[src/rtl/kbd_line_buffer.sv]
// kbd_line_buffer
//   Collects characters from a PS/2 keyboard controller into a one-line text
//   buffer in the clk domain. Backspace deletes the last character. Tab pads
//   with spaces up to the next tab stop. Enter hands the line to the consumer,
//   and the consumer releases it again with line_ack.
//
//   state      | meaning
//   EDIT       | accepting events, at most one buffer write per cycle
//   FILL       | writing tab padding, one space per cycle; events held pending
//   LINE_READY | line committed and frozen until line_ack
//
// Ports
//   clk, reset          system clock, asynchronous active-high reset
//   code[7:0]           key code, quasi-static while flag is high
//   flag                character strobe (async)
//   enter/tab/backspace key levels (async)
//   rd_addr, rd_char    registered read port into the buffer
//   length              number of characters held (0..DEPTH)
//   line_valid          a committed line is waiting
//   line_ack            consumer releases the committed line
//   overflow            sticky: a character was dropped on a full buffer
module kbd_line_buffer #(
  parameter int DEPTH    = 32,
  parameter int ADDR_W   = 5,
  parameter int TAB_STOP = 4
) (
  input  logic              clk,
  input  logic              reset,
  input  logic [7:0]        code,
  input  logic              flag,
  input  logic              enter,
  input  logic              tab,
  input  logic              backspace,
  input  logic [ADDR_W-1:0] rd_addr,
  output logic [7:0]        rd_char,
  output logic [ADDR_W:0]   length,
  output logic              line_valid,
  input  logic              line_ack,
  output logic              overflow
);

  typedef enum logic [1:0] {EDIT, FILL, LINE_READY} state_t;

  localparam int TS_M = TAB_STOP - 1;
  localparam logic [ADDR_W:0] FULL    = DEPTH[ADDR_W:0];
  localparam logic [ADDR_W:0] TS_MASK = TS_M[ADDR_W:0];

  // Event bit order is also the priority order: [3] enter, [2] bs, [1] tab, [0] char.
  function automatic logic [3:0] prio(input logic [3:0] e);
    if (e[3])      return 4'b1000;
    else if (e[2]) return 4'b0100;
    else if (e[1]) return 4'b0010;
    else if (e[0]) return 4'b0001;
    else           return 4'b0000;
  endfunction

  logic [7:0]        mem [DEPTH];
  logic [3:0]        in_vec, s1, s2, prev, ev, pend, act;
  logic [7:0]        code_q;
  state_t            state;
  logic [ADDR_W:0]   len_inc;
  logic              not_full, on_stop, wr_en;
  logic [7:0]        wr_data;

  assign in_vec = {enter, backspace, tab, flag};

  // Two-flop synchroniser, then a registered rising-edge detector.
  // code is sampled on the edge that raises ev_char; it has been stable for
  // the whole synchroniser delay by then.
  always_ff @(posedge clk or posedge reset) begin
    if (reset) begin
      s1     <= '0;
      s2     <= '0;
      prev   <= '0;
      ev     <= '0;
      code_q <= 8'h00;
    end else begin
      s1   <= in_vec;
      s2   <= s1;
      prev <= s2;
      ev   <= s2 & ~prev;
      if (s2[0] && !prev[0]) code_q <= code;
    end
  end

  always_comb begin
    len_inc  = length + {{ADDR_W{1'b0}}, 1'b1};
    not_full = (length != FULL);
    on_stop  = ((len_inc & TS_MASK) == '0);
    // Events held during FILL compete with fresh ones in the first EDIT cycle.
    act      = (state == EDIT) ? prio(pend | ev) : 4'b0000;
    wr_en    = 1'b0;
    wr_data  = 8'h20;
    if (state == FILL) begin
      wr_en = 1'b1;
    end else if (act[1] && not_full) begin
      wr_en = 1'b1;
    end else if (act[0] && not_full) begin
      wr_en   = 1'b1;
      wr_data = code_q;
    end
  end

  always_ff @(posedge clk) begin
    if (wr_en) mem[length[ADDR_W-1:0]] <= wr_data;
  end

  always_ff @(posedge clk or posedge reset) begin
    if (reset) begin
      state      <= EDIT;
      length     <= '0;
      line_valid <= 1'b0;
      overflow   <= 1'b0;
      pend       <= '0;
      rd_char    <= 8'h00;
    end else begin
      rd_char <= mem[rd_addr];
      case (state)
        EDIT: begin
          pend <= '0;
          if (act[3]) begin
            line_valid <= 1'b1;
            state      <= LINE_READY;
          end else if (act[2]) begin
            if (length != '0) length <= length - {{ADDR_W{1'b0}}, 1'b1};
          end else if (act[1]) begin
            if (not_full) begin
              length <= len_inc;
              if (!on_stop && len_inc != FULL) state <= FILL;
            end
          end else if (act[0]) begin
            if (not_full) length   <= len_inc;
            else          overflow <= 1'b1;
          end
        end
        FILL: begin
          pend   <= prio(pend | ev);
          length <= len_inc;
          if (on_stop || len_inc == FULL) state <= EDIT;
        end
        LINE_READY: begin
          pend <= '0;
          if (line_ack) begin
            length     <= '0;
            overflow   <= 1'b0;
            line_valid <= 1'b0;
            state      <= EDIT;
          end
        end
        default: state <= EDIT;
      endcase
    end
  end

endmodule

[config.mk]
export PLATFORM = sky130hd
export DESIGN_NAME = kbd_line_buffer
export DESIGN_NICKNAME = d
export VERILOG_FILES = /design/src/rtl/kbd_line_buffer.sv
export SDC_FILE = /design/constraint.sdc
export NUM_CORES = 1
export LEC_CHECK = 0
export ABC_AREA = 1
export BUFFER_PORTS_ARGS = -buffer_cell sky130_fd_sc_hd__buf_2
export CAP_MARGIN = 25
export CORE_ASPECT_RATIO = 1.4
export CORE_MARGIN = 2
export CORE_UTILIZATION = 40
export DETAILED_ROUTE_END_ITERATION = 10
export PLACE_DENSITY = 0.52
export SYNTH_ARGS = -nofsm -noshare
export SYNTH_HDL_FRONTEND = slang
export SYNTH_SLANG_ARGS = --single-unit
[constraint.sdc]
create_clock -name clk -period 7 [get_ports clk]
set_input_delay 0.7 -clock clk [delete_from_list [all_inputs] [get_ports clk]]
set_output_delay 0.7 -clock clk [all_outputs]
set_load 0.02 [all_outputs]
# Word-level counts from Yosys, hierarchy flattened
# Memories as Yosys holds them, arrays and structs flattened. A register that Yosys moved wholly into a read port is not among the register bits.
# Cells that the tools add are included.
# classes
n_bitwise,3
n_reduce_logical,18
add_sub_neg,2
mux,39
eq_ne,19
# ops
op,n
$mux W6,7
$mux W8,3
$pmux W6 S3,1
$mux W4,4
$mux W2,7
$ne A2 B2 Y1 const B,7
$mux W1,13
$ne A6 B6 Y1 const B,2
$ne A3 B3 Y1 const B,3
$pmux W4 S2,1
$reduce_and A7 Y1,1
$add A6 B1 Y6 const B,1
$eq A6 B6 Y1 const B,1
$logic_not A6 Y1,1
$ne A3 B2 Y1 const B,2
$pmux W2 S3,1
$reduce_and A6 Y1,1
$reduce_bool A6 Y1,1
$sub A6 B1 Y6 const B,1
$reduce_and A5 Y1,1
$and A4 B4 Y4,1
$logic_and A1 B1 Y1,4
$ne A4 B4 Y1 const B,1
$not A4 Y4,1
other kinds (12),15
# word_totals
wordCells,92
out_inout_bits,16
mem_bits_rw,256
input_bits,20
regBits,38
mem_count,1
# mem_list
memory,depth,width,rd,rd_ports_with_merged_regs,wr,line,text
mem,32,8,1,1,1,57,logic [7:0] mem [DEPTH];

# Depth between registers and ports, before layout
# Gate-level depths: netlist of run 1.
# logic_depth
ltp_word,12
ltp_mapped,11
ltp_nobuf,10

# Worst setup path after synthesis of run 1
# No wires, ideal clock.
# synth_path
path_type,flip-flop to flip-flop
from,register length[0]
to,"memory mem[0][3], data pin"
stages_incl_launch_ff,8
slack_ns,3.814
path_buffers,0
arrival_time_ns,2.741
cell_sequence,dfrtp_1 > inv_1 > ha_1 > nand4_1 > nand2_1 > nor2_4 > inv_1 > nor3_1
# synth_via
elab_chain_cells,5
elab_cells_between_ends,6
classes_between,eq/ne (1); mux (3); reduce/logical (2)
# synth_lines
item,line,text
from (decl),36,"output logic [ADDR_W:0] length,"
from (signal assigned),125,"if (length != '0) length <= length - {{ADDR_W{1'b0}}, 1'b1};"
from (signal assigned),128,length <= len_inc;
from (signal assigned),132,if (not_full) length <= len_inc;
$ne A6 B6 Y1 *,88,not_full = (length != FULL);
$logic_and A1 B1 Y1,98,end else if (act[0] && not_full) begin
$mux W8,98,
$mux W8 *,96,end else if (act[1] && not_full) begin
$mux W8 *,94,if (state == FILL) begin
named net wr_data[3],63,logic [7:0] wr_data;
to (decl),57,
# Mark *: on every way through the listed nets, which the timed path passes. The rest lies on a longest branch.

==> metrics.txt, run 1 <==
Clock Skews 0.01057 ns; flops & latches, synth 302; fin crit period 3.266 ns; Max Cap Viol 0; Synth top cells by count 432 x nand2_1, 256 x edfxtp_1, 209 x nand3_1, 61 x nor2_1, 46 x dfrtp_1; buffers plus inverters on the worst setup path 3; peak supply drop 0.0002282 V; first-pass GRT wire length 48.98 mm; number of enable flip-flop cells after synthesis 256; Slew Viols, Final 0; flop-to-flop setup slack 4.00 ns; Worst setup SP type input port; Leak 5.634 nW; Vias per Instance 5.134; Seq/Total Area, Yosys 69.59%; vias in the first global route 8305; Via Count 8286; Crit path largest cell delay 0.86 ns; CP Data Required Time 7.43 ns; Worst setup EP type register; die span in y 214.8 um; Total Neg Setup Slack 0 ns; Top FF cell, synth edfxtp_1; layout cells sized above 1 10.17%; final-report hold violation count 0; pin count of the biggest net entering global routing 77; antenna violations before repair 0; Ys Warns 0; Initial Utilization 40.44%; root buf cell clkbuf_16; r2r endpoint mem[30][2]$_DFFE_PP_; Critical Path, Cell by Cell buf_4, clkinv_2, buf_4, nand2_1, nand3_1, nand3_1, nand2_1, nand2_1, nand2_1, nand2_1, nand2_1; DRT Wirelength 31.47 mm; PortBufs 35; Post-CTS Setup Bufs 0; status completed; H-Tree Depth 1; Hold Buf Count CTS 0; cells after synthesis 1168; worst reg2reg path depth 9; Worst Tran Pin Value 0.9724 ns; Finished Core Util 45.19%; type of the worst setup path in2reg; cts bufs inserted 29; FF-to-FF Start length[0]$_DFFE_PP0P_; GP Congestion 0.8235; Max Clock Freq 306.2 MHz; Avg Inst Size Synth 10.87 um^2; core area 31410 um^2; crit share post-route 46.66%; Cell Area, Synth 12700 um^2; DP HPWL 19.56 mm; Mapped Nets 1199; CP most frequent cell nand2_1; Synth top area share 60.53%; post-cts resize count 0; Worst-path clk slew 0.07 ns; Layout Area Growth over Synthesis 11.75%; Final #Nets 1229; dominant cells by area after synthesis edfxtp_1 61%, nand2_1 13%, dfrtp_1 9.1%; clock net sink count 302; Post-synth ARST share 15.23%; Ant. Diodes 0; RSZ-0062 raised after global routing false; Starting DRT DRC Count 505; Top Family by Delay on Critical Path buffers and inverters; die width 154.6 um; Congestion Overflow GR 0; Worst Hold Class in2async; largest area contributor in the netlist edfxtp_1; Clock Path Buffers 3; P per Cell Area 307.5 nW/um^2; post-route ant nets 0; drt drc 0; crit path max-delay cell type clkinv_2; library cells used by synthesis 29; setup violators final 0; CP Max Fanout 76; first drt pass iteration count 6; Slew headroom 34.93%; count leader, synth nand2_1; clock tree from TritonCTS done; Avg WL per Cell 19.50 um; Clk Latency, worst-skew pair 0.55 ns; total track usage 19.28%; # IOs 36; std cell rows 77; data arrival time of the worst path 3.70 ns; Die ar. 33210 um^2
worst max-delay path by stage:
stage	start	endpoint	slack, ns	cells past startpoint
after floorplan	length[0]$_DFFE_PP0P_	mem[0][3]$_DFFE_PP_	3.81	7
after global placement	rd_addr[0]	rd_char[7]$_DFF_PP0_	3.13	11
after detailed placement	rd_addr[0]	rd_char[2]$_DFF_PP0_	3.09	11
after CTS	rd_addr[0]	rd_char[2]$_DFF_PP0_	3.69	11
after global routing	rd_addr[0]	rd_char[7]$_DFF_PP0_	3.42	11
final	rd_addr[0]	rd_char[2]$_DFF_PP0_	3.73	11
per-layer routing:
layer,track usage (%),share of wire (%),vias up,wire [um]
li1,-,-,4014,-
met1,23.96,41,4026,12860
met2,34.55,52,207,16330
met3,2.521,4.4,39,1389
met4,6.543,2.8,0,886
met5,0,0,-,0
where the power goes:
part | internal (mW) | leakage [nW] | switching (mW)
clock network | 0.844 | 0.442 | 0.648
logic | 0.214 | 2.20 | 0.549
registers | 2.05 | 2.99 | 0.0582
worst register-to-register path, stage by stage, from the launching register on:
cell and delay (ns):
dfrtp_1 0.47, inv_1 0.20, ha_1 0.34, nand2_1 0.16
nor2_4 0.06, o21ai_4 0.28, nor2_4 0.10, inv_6 0.11
nand2_4 0.13, nor2_1 0.77
sequential cells by signal (all words and copies together), names as in the netlist:
name,flops
s2,4
rd_char,8
ev,4
code_q,8
s1,4
length,6
prev,4
pend,4
line_valid,1
state,2
mem,256
overflow,1
cell type report:
cell class | instances | area [um^2]
fillers | 2963 | 17210
flip-flops and latches | 302 | 8838
multi-input cells | 767 | 3458
clock buffers | 39 | 812.0
well taps | 395 | 494.2
repair buffers | 54 | 332.8
inverters | 44 | 172.7
clock inverters | 13 | 85.08
kinds of logic after synthesis:
kind of cell / count (synthesis) / share of synthesized area (%)
AOI/OAI and AO/OA: 28 / 1.300
and+or+nand+nor: 724 / 24.37
adders and majority gates: 11 / 1.084
xor gates and xnor gates: 4 / 0.2759
buffers and inverters: 99 / 3.379
DFF: 302 / 69.59
layout by cell type (no fill, tap or decap), types with 7 or more instances in the layout:
cell / instances
o21ai_0: 19
nand2_1: 432
nor2_1: 57
inv_1: 37
edfxtp_1: 256
ha_1: 11
clkinv_2: 7
buf_2: 34
buf_4: 19
dfrtp_1: 46
nand3_1: 209
clkbuf_16: 30
through the flow:
| stage | hold slack, ns | instance area (um^2) | power (mW) | setup slack, ns | instances |
|---|---|---|---|---|---|
| after global routing | 0.09656 | 14190 | 4.570 | 3.417 | 1614 |
| after CTS | 0.08995 | 14190 | 4.411 | 3.686 | 1614 |
| after detailed placement | 0.3405 | 13300 | 2.919 | 3.087 | 1562 |
| after global placement | 0.3359 | 13280 | 2.913 | 3.126 | 1561 |
| final | 0.09407 | 14190 | 4.364 | 3.734 | 1614 |
| after floorplan | 0.3312 | 12700 | 2.674 | 3.814 | 1168 |
(Power assumes the default switching activity.)
==> inputs of run 2 (changes only) <==
clock period = 3.4 ns   (was 7 ns; I/O delays follow)
==> run 2 against run 1 <==
  * Worst setup slack worse by 3.1 ns
  * Cell area up 0.94%
  * Wire length down 1.3%
  * Largest cell class unchanged
  * Via count down 0.39%
  * Total power up 100%
  * Highest routed layer unchanged
  * Clock power up 98%
  * Final cell count up 0.93%
  * Utilization up 0.43 points
  * Critical path type is now reg2reg
  * Die area unchanged
  * Count of clock-buffer cells in the layout up 2
  * First-iteration DRC count down 4.0%
  * Sequential power up 110%
==> metrics.txt, run 2 (same netlist as run 1, synthesis figures left out) <==
FF/Latch Area 8838 um^2; vias in the first global route 8535; Max Clock Freq 367.3 MHz; commonest cells after routing, fill and taps aside 432 x nand2_1, 256 x edfxtp_1, 209 x nand3_1, 57 x nor2_1, 46 x dfrtp_1; Worst Hold Class in2reg; Vias per Instance 5.067; GP Congestion 0.8152; Clk Latency, worst-skew pair 0.56 ns; first drt pass iteration count 4; Critical Path, Cell by Cell inv_1, ha_1, nand2_1, nor2_4, o21ai_4, nor2_4, inv_6, nand2_4, nor2_1; H-Tree Depth 1; Total Neg Setup Slack 0 ns; Final #Nets 1242; setup slack at placement 0.6454 ns; crit share post-route 80.07%; RSZ-0062 raised after global routing false; Top Family by Delay on Critical Path simple AND/OR/NAND/NOR gates; die width 154.6 um; Clock Path Buffers 3; DP HPWL 19.56 mm; post-cts resize count 0; Avg WL per Cell 19.06 um; Slew headroom 47.52%; Post-CTS Setup Bufs 0; Largest register FFs 256; DRT Wirelength 31.06 mm; clock net sink count 302; peak supply drop 0.0004093 V; Die ar. 33210 um^2; Max Cap Viol 0; Worst setup SP type register; uppermost layer routed met4; P per Cell Area 621.3 nW/um^2; DR WL met3 1.309 mm; CP Max Fanout 8; Clock Skews 0.01756 ns; Worst setup EP type register; clock tree from TritonCTS done; layout cells sized above 1 9.895%; Worst Tran Pin Value 0.7843 ns; met2 routed WL 15.96 mm; Slew Viols, Final 0; area of the multi-input gates 3458 um^2; CP Data Required Time 3.59 ns; pin count of the biggest net entering global routing 89; data arrival time of the worst path 2.91 ns; antenna violations before repair 1; first-pass GRT wire length 48.18 mm; crit path max-delay cell type nor2_1; Layout Area Growth over Synthesis 12.81%; Fill cells 2976; PortBufs 35; Finished Core Util 45.62%; drt drc 0; root buf cell clkbuf_16; total track usage 19.00%; Worst-path clk slew 0.06 ns; Hold Buf Count CTS 12; Leak 5.670 nW; Initial Utilization 40.44%; commonest non-fill, non-tap cell in the layout nand2_1; Congestion Overflow GR 0; Starting DRT DRC Count 485; # IOs 36; final-report hold violation count 0; std cell rows 77; type of the worst setup path reg2reg; buffers plus inverters on the worst setup path 2; status completed; Crit path largest cell delay 0.58 ns; WL met1 12.65 mm; core area 31410 um^2; CP most frequent cell nor2_4; fin crit period 2.723 ns; cts bufs inserted 29; PnR worst setup slack 0.6775 ns; post-route ant nets 0; setup violators final 0; Via Count 8254; die span in y 214.8 um; Hold Worst Slack 0.1127 ns
## run 2: cell count changes in the layout (fill, tap and decap cells not counted), moves of 3 or more
cell,change
buf_4,-3
clkbuf_1,+5
dlygate4sd3_1,+13
buf_12,+3
## run 2: path summary, 6_finish.rpt
kind	slack, ns	endpoint	start	cells after the start
max	0.68	mem[18][6]$_DFFE_PP_	length[0]$_DFFE_PP0P_	9
min	0.11	rd_char[2]$_DFF_PP0_	rd_addr[4]	3
max reg2reg	0.68	mem[18][6]$_DFFE_PP_	length[0]$_DFFE_PP0P_	9
min reg2reg	0.35	s2[0]$_DFF_PP0_	s1[0]$_DFF_PP0_	0
max in group asynchronous	2.70	rd_char[6]$_DFF_PP0_	reset	4
min in group asynchronous	0.22	code_q[4]$_DFFE_PP0P_	reset	3
## run 2: metal layers
metal	track usage [%]	vias up
met5	0	-
met4	7.284	0
met3	2.440	69
met2	34.30	180
met1	23.04	3957
li1	-	4048
## run 2: area by class of cell
cell class / instances / share of cell area, %
repair buffers: 67 / 3.493
clock buffers: 41 / 5.519
diodes: 1 / 0.01747
multi-input cells: 767 / 24.14
flip-flops and latches: 302 / 61.69
clock inverters: 12 / 0.4890
inverters: 44 / 1.205
well taps: 395 / 3.449
## run 2: report_power, final
group | switching, mW | internal [mW] | total, mW
Clock | 1.33 | 1.62 | 2.95
Sequential | 0.114 | 4.22 | 4.33
Combinational | 1.16 | 0.458 | 1.62
Total | 2.60 | 6.30 | 8.90
## run 2: metrics by stage
step                total power, mW  area, um^2  instances
floorplan                     5.505       12700       1168
global placement              6.030       13310       1561
detailed placement            6.030       13310       1561
CTS                           8.991       14300       1626
global route                  9.330       14330       1628
finish                        8.901       14330       1629
## run 2: worst min-delay path, delay by kind of cell
family,cells,cell delay [ns]
buffers and inverters,1,0.16
AND/OR/NAND/NOR,2,0.14
==> inputs of run 3 (changes only) <==
ABC_AREA = 0   (was 1)
clock period = 2.8 ns   (was 3.4 ns; I/O delays follow)
==> run 3 against run 2 <==
  * Critical path depth fell by 1
  * Register-to-register slack worse by 0.45 ns
  * Global-route usage is 2.4 points lower
  * Wire length fell by 19%
  * Largest cell class unchanged
  * Critical endpoint is now mem[4][5]$_DFFE_PP_
  * Utilization up 2.2 points
  * Largest power group unchanged
  * Final cell count down 33%
  * Flip-flop and latch count stayed put
  * Clock power increased by 35%
==> metrics.txt, run 3 <==
status completed; Via Count 5699; Clk Latency, worst-skew pair 0.55 ns; data arrival time of the worst path 2.82 ns; cells after synthesis 580; Avg Inst Size Synth 20.55 um^2; Seq/Total Area, Yosys 74.17%; count leader, synth edfxtp_1; part of the power in registers 48.0%; Clock power frac 36.1%; Ys Warns 0; die span in y 208.2 um; Max Clock Freq 389.1 MHz; Sw Pwr 2.886 mW; worst reg2reg path depth 8; P per Cell Area 788.4 nW/um^2; FF-to-FF Start state[0]$_DFFE_PP0P_; Post-synth ARST share 15.23%; core area 29260 um^2; Ant. Diodes 0; Largest register FFs 256; Setup crit end mem[4][5]$_DFFE_PP_; flops & latches, synth 302; Worst setup SP type register; setup slack at placement 0.1103 ns; Mapped Nets 611; drt drc 0; Worst setup EP type register; Synth top area share 64.51%; largest area contributor in the netlist edfxtp_1; crit share post-route 91.78%; post-route ant nets 0; PnR worst setup slack 0.2300 ns; Clock Path Buffers 3; Max Cap Viol 0; crit path max-delay cell type or3b_4; cts bufs inserted 29; CP Max Fanout 8; PortBufs 35; die width 149.9 um; CP Data Required Time 3.05 ns; Synth top cells by count 256 x edfxtp_1, 80 x mux4_2, 51 x nor2_1, 46 x dfrtp_1, 19 x mux2_2; Slew headroom 50.40%; commonest cells after routing, fill and taps aside 256 x edfxtp_1, 80 x mux4_2, 51 x nor2_1, 46 x dfrtp_1, 46 x buf_4; final-report hold violation count 0; first-pass GRT wire length 38.34 mm; Starting DRT DRC Count 411; # IOs 36; Cell Area, Synth 11920 um^2; Clock Skews 0.01645 ns; antenna violations before repair 0; GP Congestion 0.8322; flop-to-flop setup slack 0.23 ns; r2r endpoint mem[4][5]$_DFFE_PP_; fin crit period 2.570 ns; setup violators final 0; total track usage 16.64%; Worst-path clk slew 0.06 ns; vias in the first global route 6058; Crit path largest cell delay 0.46 ns; Vias per Instance 5.248; Layout Area Growth over Synthesis 17.38%; Avg WL per Cell 23.19 um; type of the worst setup path reg2reg; dominant cells by area after synthesis edfxtp_1 65%, mux4_2 15%, dfrtp_1 9.7%; peak supply drop 0.0007669 V; Worst Tran Pin Value 0.7425 ns; library cells used by synthesis 42; Top FF cell, synth edfxtp_1; commonest non-fill, non-tap cell in the layout edfxtp_1; pin count of the biggest net entering global routing 65; Die ar. 31210 um^2; RSZ-0062 raised after global routing false; Final #Nets 715; Congestion Overflow GR 0; switching share of power 26.17%; layout cells sized above 1 34.28%; root buf cell clkbuf_16; std cell rows 74; Power Internal 8.142 mW; Post-CTS Setup Bufs 0; Worst Hold Class in2reg; clock tree from TritonCTS done; crit path from state[0]$_DFFE_PP0P_; Leak 4.846 nW; DP HPWL 16.49 mm; Critical Path, Cell by Cell inv_1, ha_1, or3b_4, a21oi_1, a31o_2, nand2_2, nor2_1, buf_4; number of enable flip-flop cells after synthesis 256; clock net sink count 302; Initial Utilization 40.73%; DRT Wirelength 25.18 mm; Slew Viols, Final 0; H-Tree Depth 1; combinational power share 15.9%; Total Neg Setup Slack 0 ns; first drt pass iteration count 4
## run 3: worst min-delay path by stage
stage | startpoint | endpoint | slack (ns) | cells past startpoint
after floorplan | flag | s1[0]$_DFF_PP0_ | 0.31 | 0
after global placement | s1[3]$_DFF_PP0_ | s2[3]$_DFF_PP0_ | 0.33 | 0
after detailed placement | s1[3]$_DFF_PP0_ | s2[3]$_DFF_PP0_ | 0.34 | 0
after CTS | line_ack | overflow$_DFFE_PP0P_ | 0.09 | 3
after global routing | line_ack | line_valid$_DFFE_PP0P_ | 0.13 | 3
final | line_ack | line_valid$_DFFE_PP0P_ | 0.13 | 3
## run 3: repair_timing
action | 4_1_cts | 5_1_grt
gates resized for setup | 0 | 4
hold buffers | 13 | 0
setup endpoints to repair | 0 | 220
hold endpoints to repair | 52 | 0
## run 3: through the flow
step           power [mW]  util [%]  hold WS (ns)  area (um^2)  std cells
4_1_cts             11.11     47.70       0.09208        13960       1085
2_1_floorplan       6.514         -        0.3114        11920        580
6_report            11.03     47.81        0.1266        13990       1086
3_5_place_dp        7.121     43.90        0.3385        12840       1019
5_1_grt             11.47     47.81        0.1324        13990       1086
3_3_place_gp        7.099     43.90        0.3322        12840       1019
## run 3: metal layers
metal | global-route usage [%] | part of all wire (%)
met2 | 28.44 | 51
met3 | 2.215 | 4.5
met1 | 21.90 | 41
met5 | 0 | 0
met4 | 5.693 | 3.1
## run 3: cell families after synthesis
| group | after synthesis | share of synthesized area (%) |
|---|---|---|
| adder cells (fa/ha/maj) | 11 | 1.155 |
| AND/OR/NAND/NOR | 103 | 4.399 |
| AO/OA/AOI/OAI | 26 | 1.585 |
| flip-flops | 302 | 74.17 |
| buffers and inverters | 34 | 1.354 |
| multiplexers | 104 | 17.34 |
## run 3: critical path: cells and delay by family, from the launching register on
family,cells,cell delay [ns]
compound gates,2,0.40
fa+ha+maj,1,0.30
buf+inv,2,0.31
flops,1,0.42
simple gates,3,0.85
## run 3: layout make-up
class                           instances  area (um^2)
Inverter                               10        37.54
Clock buffer                           32        747.0
Sequential cell                       302         8838
Multi-Input combinational cell        244         2927
Clock inverter                         21        236.5
Tap cell                              380        475.5
Timing Repair Buffer                   97        725.7
Fill cell                            2455        15270
## run 3: power by group through the flow
stage | clock network, mW | logic, mW | registers, mW
2_1_floorplan | 0 | 1.10 | 5.42
3_3_place_gp | 0 | 1.72 | 5.38
3_5_place_dp | 0 | 1.74 | 5.39
4_1_cts | 4.07 | 1.76 | 5.29
5_1_grt | 4.23 | 1.91 | 5.32
6_report | 3.98 | 1.76 | 5.29
